--- src/rtl/spi_slave_rx_if.sv ---
// spi_slave_rx_if: bus bundle for the SPI receive slave.
// The slave modport is used by spi_slave_rx; the master modport by whatever
// drives the serial lines and consumes the received words.
// When SPI_SLV_OVERRUN_EN is defined the bundle also carries rd_ack, valid
// and overrun for the read-acknowledge / overrun-protection mode.
interface spi_slave_rx_if #(
    parameter int unsigned DW = 12
);
    // serial side (asynchronous to the system clock)
    logic          sclk;
    logic          cs;
    logic          mosi;

    // parallel side (system clock domain)
    logic [DW-1:0] dout;
    logic          done;
    logic          busy;
    logic          frame_err;

`ifdef SPI_SLV_OVERRUN_EN
    logic          rd_ack;
    logic          valid;
    logic          overrun;
`endif

    modport slave (
        input  sclk,
        input  cs,
        input  mosi,
`ifdef SPI_SLV_OVERRUN_EN
        input  rd_ack,
        output valid,
        output overrun,
`endif
        output dout,
        output done,
        output busy,
        output frame_err
    );

    modport master (
        output sclk,
        output cs,
        output mosi,
`ifdef SPI_SLV_OVERRUN_EN
        output rd_ack,
        input  valid,
        input  overrun,
`endif
        input  dout,
        input  done,
        input  busy,
        input  frame_err
    );

endinterface

--- src/rtl/spi_slave_rx.sv ---
// spi_slave_rx: SPI receive-only slave, LSB first, sampled on sclk falling edge.
// sclk, cs and mosi are resynchronised into clk with equal-depth synchronizers;
// a frame of DW bits is collected into a shift register and presented on dout
// with a one-clk done pulse. Early cs deassertion gives a frame_err pulse.
// Optional feature: define SPI_SLV_OVERRUN_EN to add rd_ack/valid/overrun,
// which protect an unread word from being overwritten by the next frame.
module spi_slave_rx #(
    parameter int unsigned DW          = 12,
    parameter int unsigned SYNC_STAGES = 2
) (
    input  logic           clk,
    input  logic           rst_n,
    spi_slave_rx_if.slave  bus
);

    // synchronizer depth never drops below two flops
    localparam int unsigned SS = (SYNC_STAGES < 2) ? 2 : SYNC_STAGES;
    // bit counter must reach DW without wrapping
    localparam int unsigned CW = $clog2(DW + 1);
    // width needed to index one bit of the word
    localparam int unsigned IW = (DW > 1) ? $clog2(DW) : 1;

    typedef enum logic [1:0] {
        IDLE,
        RECV,
        HOLD
    } state_t;

    // synchronizer chains; bit [SS-1] is the synchronised value
    logic [SS-1:0] sclk_sync_q;
    logic [SS-1:0] cs_sync_q;
    logic [SS-1:0] mosi_sync_q;
    // fills with ones after reset: marks when the chains hold real pin data
    logic [SS-1:0] vld_sync_q;

    logic          sclk_s;
    logic          cs_s;
    logic          mosi_s;
    logic          sync_vld;

    logic          sclk_prev_q;
    logic          fall_q;
    logic          bit_q;

    state_t        state_q, state_d;
    logic          armed_q, armed_d;
    logic [CW-1:0] count_q, count_d;
    logic [DW-1:0] shift_q, shift_d;
    logic [DW-1:0] dout_q,  dout_d;
    logic          done_q,  done_d;
    logic          ferr_q,  ferr_d;

    logic [DW-1:0] word_c;
    logic          complete_c;

`ifdef SPI_SLV_OVERRUN_EN
    logic          valid_q, valid_d;
    logic          ovr_q,   ovr_d;
`endif

    assign sclk_s   = sclk_sync_q[SS-1];
    assign cs_s     = cs_sync_q[SS-1];
    assign mosi_s   = mosi_sync_q[SS-1];
    assign sync_vld = vld_sync_q[SS-1];

    // input synchronizers and registered falling-edge / bit capture
    always_ff @(posedge clk or negedge rst_n) begin
        if (!rst_n) begin
            sclk_sync_q <= '0;
            cs_sync_q   <= '1;
            mosi_sync_q <= '0;
            vld_sync_q  <= '0;
            sclk_prev_q <= 1'b0;
            fall_q      <= 1'b0;
            bit_q       <= 1'b0;
        end else begin
            sclk_sync_q <= {sclk_sync_q[SS-2:0], bus.sclk};
            cs_sync_q   <= {cs_sync_q[SS-2:0],   bus.cs};
            mosi_sync_q <= {mosi_sync_q[SS-2:0], bus.mosi};
            vld_sync_q  <= {vld_sync_q[SS-2:0],  1'b1};
            sclk_prev_q <= sclk_s;
            // mosi travels the same depth as sclk, so mosi_s is the bit
            // that was on the line when sclk fell
            fall_q      <= sclk_prev_q & ~sclk_s;
            bit_q       <= mosi_s;
        end
    end

    // FSM and datapath state registers
    always_ff @(posedge clk or negedge rst_n) begin
        if (!rst_n) begin
            state_q <= IDLE;
            armed_q <= 1'b0;
            count_q <= '0;
            shift_q <= '0;
            dout_q  <= '0;
            done_q  <= 1'b0;
            ferr_q  <= 1'b0;
`ifdef SPI_SLV_OVERRUN_EN
            valid_q <= 1'b0;
            ovr_q   <= 1'b0;
`endif
        end else begin
            state_q <= state_d;
            armed_q <= armed_d;
            count_q <= count_d;
            shift_q <= shift_d;
            dout_q  <= dout_d;
            done_q  <= done_d;
            ferr_q  <= ferr_d;
`ifdef SPI_SLV_OVERRUN_EN
            valid_q <= valid_d;
            ovr_q   <= ovr_d;
`endif
        end
    end

    // shift register contents with the current sample inserted at count
    always_comb begin
        word_c = shift_q;
        if (count_q < CW'(DW)) begin
            word_c[count_q[IW-1:0]] = bit_q;
        end
    end

    // next-state, bit collection and frame completion/abort
    always_comb begin
        state_d    = state_q;
        armed_d    = armed_q;
        count_d    = count_q;
        shift_d    = shift_q;
        complete_c = 1'b0;
        ferr_d     = 1'b0;

        case (state_q)
            IDLE: begin
                // a frame may only start after cs has been seen high with
                // real pin data in the synchronizer, so a reset in the
                // middle of a frame never resumes that frame
                if (cs_s && sync_vld) begin
                    armed_d = 1'b1;
                end
                if (armed_q && !cs_s) begin
                    state_d = RECV;
                    armed_d = 1'b0;
                    count_d = '0;
                    shift_d = '0;
                end
            end

            RECV: begin
                // cs rise takes priority over a coincident sample
                if (cs_s) begin
                    state_d = IDLE;
                    ferr_d  = 1'b1;
                end else if (fall_q && (count_q < CW'(DW))) begin
                    shift_d = word_c;
                    count_d = count_q + CW'(1);
                    if (count_q == CW'(DW - 1)) begin
                        state_d    = HOLD;
                        complete_c = 1'b1;
                    end
                end
            end

            HOLD: begin
                // sclk is ignored here; wait for the master to release cs
                if (cs_s) begin
                    state_d = IDLE;
                end
            end

            default: begin
                state_d = IDLE;
            end
        endcase
    end

    // output word update; optional read-acknowledge / overrun protection
    always_comb begin
        dout_d = dout_q;
        done_d = 1'b0;
`ifdef SPI_SLV_OVERRUN_EN
        valid_d = valid_q;
        ovr_d   = ovr_q;
        if (bus.rd_ack) begin
            valid_d = 1'b0;
            ovr_d   = 1'b0;
        end
        if (complete_c) begin
            // an acknowledge in the same clk frees the slot for the new word
            if (valid_q && !bus.rd_ack) begin
                ovr_d = 1'b1;
            end else begin
                dout_d  = word_c;
                done_d  = 1'b1;
                valid_d = 1'b1;
                ovr_d   = 1'b0;
            end
        end
`else
        if (complete_c) begin
            dout_d = word_c;
            done_d = 1'b1;
        end
`endif
    end

    assign bus.dout      = dout_q;
    assign bus.done      = done_q;
    assign bus.busy      = (state_q != IDLE);
    assign bus.frame_err = ferr_q;
`ifdef SPI_SLV_OVERRUN_EN
    assign bus.valid     = valid_q;
    assign bus.overrun   = ovr_q;
`endif

endmodule

--- src/flat_wrapper.sv ---
// flat-port wrapper written by rule: the top's interface ports become plain ports
module spi_slave_rx_flat 
#(
    parameter int unsigned DW          = 12,
    parameter int unsigned SYNC_STAGES = 2
)
  (clk, rst_n, bus_sclk, bus_cs, bus_mosi, bus_dout, bus_done, bus_busy, bus_frame_err);
  spi_slave_rx_if #(.DW(DW)) bus_i ();
  input  logic clk;
  input  logic rst_n;
  input wire logic [$bits(bus_i.sclk)-1:0] bus_sclk;
  input wire logic [$bits(bus_i.cs)-1:0] bus_cs;
  input wire logic [$bits(bus_i.mosi)-1:0] bus_mosi;
  output wire logic [$bits(bus_i.dout)-1:0] bus_dout;
  output wire logic [$bits(bus_i.done)-1:0] bus_done;
  output wire logic [$bits(bus_i.busy)-1:0] bus_busy;
  output wire logic [$bits(bus_i.frame_err)-1:0] bus_frame_err;
  assign bus_i.sclk = bus_sclk;
  assign bus_i.cs = bus_cs;
  assign bus_i.mosi = bus_mosi;
  assign bus_dout = bus_i.dout;
  assign bus_done = bus_i.done;
  assign bus_busy = bus_i.busy;
  assign bus_frame_err = bus_i.frame_err;
  spi_slave_rx #(.DW(DW), .SYNC_STAGES(SYNC_STAGES)) u_core (.clk(clk), .rst_n(rst_n), .bus(bus_i));
endmodule
--- config.mk ---
export PLATFORM = sky130hd
export DESIGN_NAME = spi_slave_rx_flat
export DESIGN_NICKNAME = d
export VERILOG_FILES = /design/src/rtl/spi_slave_rx_if.sv /design/src/rtl/spi_slave_rx.sv /design/src/flat_wrapper.sv
export SDC_FILE = /design/constraint.sdc
export NUM_CORES = 1
export LEC_CHECK = 0
export CAP_MARGIN = 20
export CORE_UTILIZATION = 56
export DETAILED_ROUTE_END_ITERATION = 8
export HOLD_SLACK_MARGIN = 0.08
export PLACE_DENSITY = 0.79
export REMOVE_ABC_BUFFERS = 1
export SLEW_MARGIN = 20
export SYNTH_ARGS = -nofsm -noshare
export SYNTH_HDL_FRONTEND = slang
export SYNTH_SLANG_ARGS = --single-unit
--- constraint.sdc ---
create_clock -name clk -period 1.9 [get_ports clk]
set_input_delay 0.57 -clock clk [delete_from_list [all_inputs] [get_ports clk]]
set_output_delay 0.57 -clock clk [all_outputs]
set_load 0.01 [all_outputs]
==> results.md, run 1 <==
- RSZ-0062 raised after global routing: no
- Starting density of the core: 59.1%
- Final setup vio count: 0
- Drt via density: 5.59
- Area after DPL: between 2000 and 2500 um^2
- H-Tree Depth: 2
- Share of cells above drive strength 1: 18.4%
- Router iterations before antenna repair: 4
- Pin count of the biggest net entering global routing: 27
- Worst Path Max Fanout: 2
- Clk root buf: clkbuf_4
- Net Sw Frac: between 20% and 30%
- CP arrival: 1290 ps
- Worst-path clk slew: 120 ps
- Worst VDD drop: between 0.5 and 0.6 mV
- Setup crit start kind: flip-flop
- Pins Over Slew Limit: 0
- Reg2reg setup slack: about 180 ps
- Worst r2r src: u_core.state_q[1]
- Cell chain of the critical path: clkdlybuf4s50_1
- IO Pins: 20
- Vias in the first global route: 1301
- Post-synth EDFFs: 0
- Nets: about 220
- Sequential share of power: 62.2%
- Max-cap violation count: 0
- Core area: ~3400 um^2
- Synthesized cell area: 1990 um^2
- Commonest cells post-synth: dfrtp_1 (41), nand2_1 (26), nand3_1 (25)
- Clock tree buffer depth: 2
- Status: finished clean
- Area added between synthesis and finish: 14.2%
- CP endpoint kind: primary output
- Die height: 61.6 um
- TritonCTS clock tree: yes
- Initial DRC count: between 60 and 70
- Maximum clock frequency: 538 MHz
- RePlAce Congestion: approximately 0.76
- Drt total wl: 3570 um
- Yosys top cell area share: 51.6%
- GRT overflow: 0
- Mapped Cells: between 150 and 200
- Area leader, netlist: dfrtp_1
- Crit path largest cell delay: ~540 ps
- Minimum clock period: 1860 ps
- Initial antenna violation count: 0
- Die ar.: around 3800 um^2
- Die width: 61.6 um
- Top_reg_cell synth: dfrtp_1
- Worst-Skew Late Latency: between 300 and 400 ps
- Clock buffer count from CTS: 5
- Int Pwr: 0.00115 W
- Comb pwr share: between 10% and 20%
- Crit Path Class: flip-flop to primary output
- Period utilization: a little over nine tenths
- Design Power: 0.00156 W
- Ys Warns: 0
- Drc violations: 0
- # clock sinks: 43
- First-pass GRT wire length: 5880 um
- Post-CTS setup buffer count: 0
- Finished Cell Area: roughly 2300 um^2
- Most common cell in the synthesized netlist: dfrtp_1
- FF-to-FF path depth: 5
- Setup TNS: 0 ps
- Req. time, crit path: 1330 ps
- Post-Layout Cell Count: 253
- Top delay family on crit path: buffers and inverters
- Psw: a little over 0.0004 W
- Yosys cell types: 34
- Hold Fails Final Rpt: 0
- WL/cell: 14.1 um
- Gr usage total: approximately 22%
- Pwr/cell area: 689 nW/um^2
- Crit path buf inv count: 1
- Power share of the clock group: 27.0%
- Clk_skew: 8.75 ps
- Static leakage power: approximately 1.0 nW
- Filler Cells Inserted: 271
- Sequential fraction of the synthesis area: 54.2%
- Synth Register Bits: 43
- Routed Antenna Nets: 0
- Mapped Avg Cell Area: 10.6 um^2
- Vias: 1414
- # rows: 21
- Share of flip-flops with an asynchronous set or reset: 100%
- Type of the tightest min-delay check: input port to asynchronous set/reset pin
- CP max-delay cell: clkdlybuf4s50_1
- Cell count after placement: 245
- Antenna cells: 0
- Reg2reg end: u_core.shift_q[10]
- Hpwl dp: between 2000 and 2500 um
- Area contributors post-synth: dfrtp_1 (52%), nand3_1 (6.3%), nand2_1 (4.9%)
- I/O Buffers: 19
[what timing repair did]
item | CTS | global route
hold buffers | 0 | 0
pin swaps | 0 | 0
gates resized for setup | 2 | 4
endpoints found under the setup margin | 1 | 4
[sequential cells by signal, indices dropped and copies added, names as in the netlist]
signal and flops:
u_core.bus.dout 12, u_core.shift_q 11, u_core.count_q 4, u_core.cs_sync_q 2
u_core.mosi_sync_q 2, u_core.sclk_sync_q 2, u_core.state_q 2, u_core.vld_sync_q 2
u_core.armed_q 1, u_core.bit_q 1, u_core.bus.done 1, u_core.bus.frame_err 1
u_core.fall_q 1, u_core.sclk_prev_q 1
[worst max path at each step]
stage                                   start                   to  slack (ps)  cells past startpoint
after floorplan             u_core.count_q[2]  u_core.bus.dout[11]         120                      3
after global placement      u_core.state_q[1]    u_core.shift_q[9]         320                      5
after detailed placement    u_core.state_q[1]   u_core.shift_q[10]         240                      5
after CTS                  u_core.bus.dout[4]          bus_dout[4]          20                      1
after global routing      u_core.bus.dout[10]         bus_dout[10]           1                      1
final                      u_core.bus.dout[5]          bus_dout[5]          40                      1
[cells by family (layout without fill, tap and decap cells)]
kind of cell               Yosys count  in the layout  share of synthesized area, %
DFF                                 43             43                          54.2
buffers and inverters               30             49                          7.99
and+or+nand+nor                     79             79                          20.1
other                                1              1                         0.189
AOI/OAI and AO/OA                   28             28                          13.3
muxes                                3              3                          1.64
adders and majority gates            4              4                          2.52
[cell usage in the layout (no fill, tap or decap), types with 2 or more instances in the layout]
cell type / Yosys / routed
buf_12: 1 / 2
nor2_2: 8 / 9
o221ai_1: 11 / 11
nand3_1: 25 / 25
nor2b_1: 4 / 4
dfrtp_1: 41 / 41
clkbuf_1: 9 / 2
buf_4: 0 / 6
a31oi_1: 4 / 4
o21ai_0: 2 / 2
nand2_1: 26 / 26
nor2_1: 8 / 7
ha_1: 4 / 4
dlymetal6s2s_1: 0 / 4
clkdlybuf4s50_1: 0 / 13
inv_1: 14 / 14
dfstp_2: 2 / 2
a31oi_2: 7 / 7
clkbuf_4: 0 / 5
[power by group through the flow]
stage / sequential [W] / clock, W / combinational (W)
2_1_floorplan: 0.000987 / 0 / 0.0000920
3_3_place_gp: 0.000987 / 0 / 0.000162
3_5_place_dp: 0.000989 / 0 / 0.000170
4_1_cts: 0.000972 / 0.000431 / 0.000168
5_1_grt: 0.000978 / 0.000468 / 0.000189
6_report: 0.000973 / 0.000422 / 0.000169
[layer usage]
metal	wire length [um]	share of wire, %	vias up	GRT usage (%)
li1	-	-	681	-
met1	1630	46	689	28.9
met2	1740	49	36	34.3
met3	139	3.9	8	4.41
met4	66	1.8	0	12.4
met5	0	0	-	0
[final cells by class]
class                      instances  area [um^2]  area share, %
timing repair buffer              27          279           12.3
clock inverter                     1         5.00          0.220
multi-input combinational        115          753           33.2
clock buffer                       7         45.0           1.98
tap                               46         57.6           2.53
inverter                          14         52.6           2.31
sequential                        43         1080           47.5
[per-stage QoR]
step / util, % / hold slack (ps) / setup WS, ps
6_report: 67.5 / 136 / 43.0
5_1_grt: 67.5 / 156 / 1.36
4_1_cts: 67.2 / 136 / 22.8
3_5_place_dp: 65.7 / 335 / 240
3_3_place_gp: 65.7 / 332 / 320
2_1_floorplan: - / 274 / 121
(Power assumes the default switching activity.)
==> run 2, diff against run 1 <==
Settings changed: CELL_PAD_IN_SITES_DETAIL_PLACEMENT from default to 1, CELL_PAD_IN_SITES_GLOBAL_PLACEMENT from default to 2, CORE_UTILIZATION 56 to 36, PLACE_DENSITY 0.79 to default, PLACE_DENSITY_LB_ADDON from default to 0.1.
==> run 2 against run 1 <==
Compared with the run above: die area grew 54%; fmax increased by 4.2%; utilization down 22 points; sequential share of layout area fell by 1.6 points; non-clock buffer count rose by 6; clock power increased by 43%; critical endpoint is now bus_dout[4]; largest cell class unchanged.
==> results.md, run 2 (synthesis gave the netlist of run 1 again) <==
- WL/cell: between 15 and 20 um
- Nets: 221
- Maximum clock frequency: 561 MHz
- Router iterations before antenna repair: 4
- GRT overflow: 0
- Share of cells above drive strength 1: 20.7%
- Drc violations: 0
- Clock tree buffer depth: 2
- Setup TNS: 0 ps
- Clk_skew: 6.89 ps
- First-pass GRT wire length: 7650 um
- Multi-input gate area: approximately 750 um^2
- Die height: 76.3 um
- CP arrival: around 1200 ps
- CP max-delay cell: clkdlybuf4s50_1
- Hold Buf Count CTS: 0
- Max-cap violation count: 0
- Drt via density: 4.99
- Commonest cells after routing, fill and taps aside: dfrtp_1 (41), nand2_1 (26), nand3_1 (25), clkdlybuf4s50_1 (17)
- Minimum clock period: 1780 ps
- Hpwl dp: 3070 um
- Pwr/cell area: 744 nW/um^2
- # rows: 26
- CP endpoint kind: primary output
- Met1 Use GR: 22.6%
- GR peak layer: met2
- Req. time, crit path: 1330 ps
- RePlAce Congestion: 0.782
- Met2 Track Usage GR: 27.2%
- Crit path largest cell delay: 540 ps
- Setup crit start kind: flip-flop
- Worst-path clk slew: 80 ps
- I/O Buffers: 19
- Max FFs per register: 12
- Static leakage power: roughly 1.0 nW
- Crit Path Class: flip-flop to primary output
- Filler Cells Inserted: 580
- Period utilization: 93.8%
- Worst VDD drop: 0.323 mV
- Status: finished clean
- Seq. cell area: 1080 um^2
- Drt total wl: 4320 um
- Vias in the first global route: 1519
- Min Hold Slack: 169 ps
- Core area: 5200 um^2
- Antenna cells: 0
- Final setup vio count: 0
- Commonest non-fill, non-tap cell in the layout: dfrtp_1
- H-Tree Depth: 2
- Top delay family on crit path: buffers and inverters
- Pins Over Slew Limit: 0
- Initial DRC count: 72
- Gr usage total: 16.9%
- Clk root buf: clkbuf_8
- Starting density of the core: a little under two fifths
- Vias: 1413
- Area after DPL: ~2300 um^2
- Pin count of the biggest net entering global routing: 20
- Cell chain of the critical path: clkdlybuf4s50_1
- TritonCTS clock tree: yes
- Die ar.: between 5000 and 6000 um^2
- Routed Antenna Nets: 0
- Worst Path Max Fanout: 2
- Met3 usage: 3.59%
- Area added between synthesis and finish: 18.2%
- Die width: 76.3 um
- Resize count post-CTS: 1
- # clock sinks: 43
- IO Pins: 20
- Hold Fails Final Rpt: 0
- Crit path buf inv count: 1
- RSZ-0062 raised after global routing: no
- Post-CTS setup buffer count: 0
- Finished Cell Area: 2350 um^2
- Worst-Skew Late Latency: 290 ps
- Initial antenna violation count: 0
- Type of the tightest min-delay check: input port to asynchronous set/reset pin
- Clock buffer count from CTS: 5
==> run 2: worst paths after layout <==
check                                 startpoint  cells past startpoint                     to  slack [ps]
max                           u_core.bus.dout[4]                      1            bus_dout[4]         120
min                                        rst_n                      1           u_core.bit_q         170
max reg2reg                    u_core.state_q[1]                      6     u_core.bus.dout[2]         200
min reg2reg                u_core.sclk_sync_q[0]                      0  u_core.sclk_sync_q[1]         350
max in group asynchronous                  rst_n                      2      u_core.shift_q[4]        1150
min in group clk           u_core.sclk_sync_q[0]                      0  u_core.sclk_sync_q[1]         350
==> run 2: per-stage QoR <==
step	util [%]	setup WS, ps	power, W	instances
floorplan	-	121	0.00108	172
global placement	43.4	268	0.00116	275
detailed placement	43.4	201	0.00117	275
CTS	45.1	95.7	0.00177	283
global route	45.1	54.0	0.00184	283
finish	45.1	117	0.00175	283
==> run 2: power breakdown <==
part           switching (W)  internal (W)  total, W  leakage [nW]
registers          0.0000231      0.000947  0.000970         0.570
logic               0.000113     0.0000610  0.000174         0.380
clock network       0.000309      0.000294  0.000602        0.0482
==> run 2: routing by layer <==
metal	wire length [um]	part of all wire, %
met5	0	0
met4	67	1.6
met3	100	2.3
met2	2090	48
met1	2060	48
==> run 2: final cells by class <==
| class | count | share of cell area [%] |
|---|---|---|
| multi-input combinational | 115 | 31.9 |
| sequential | 43 | 45.9 |
| clock buffer | 7 | 3.67 |
| timing repair buffer | 33 | 12.3 |
| tap | 70 | 3.73 |
| inverter | 14 | 2.24 |
| clock inverter | 1 | 0.213 |
==> run 3, diff against run 2 <==
Settings changed: GPL_ROUTABILITY_DRIVEN from default to 0.
==> results of run 3 <==
Final layout, timing and power as in run 2 (identical DEF).
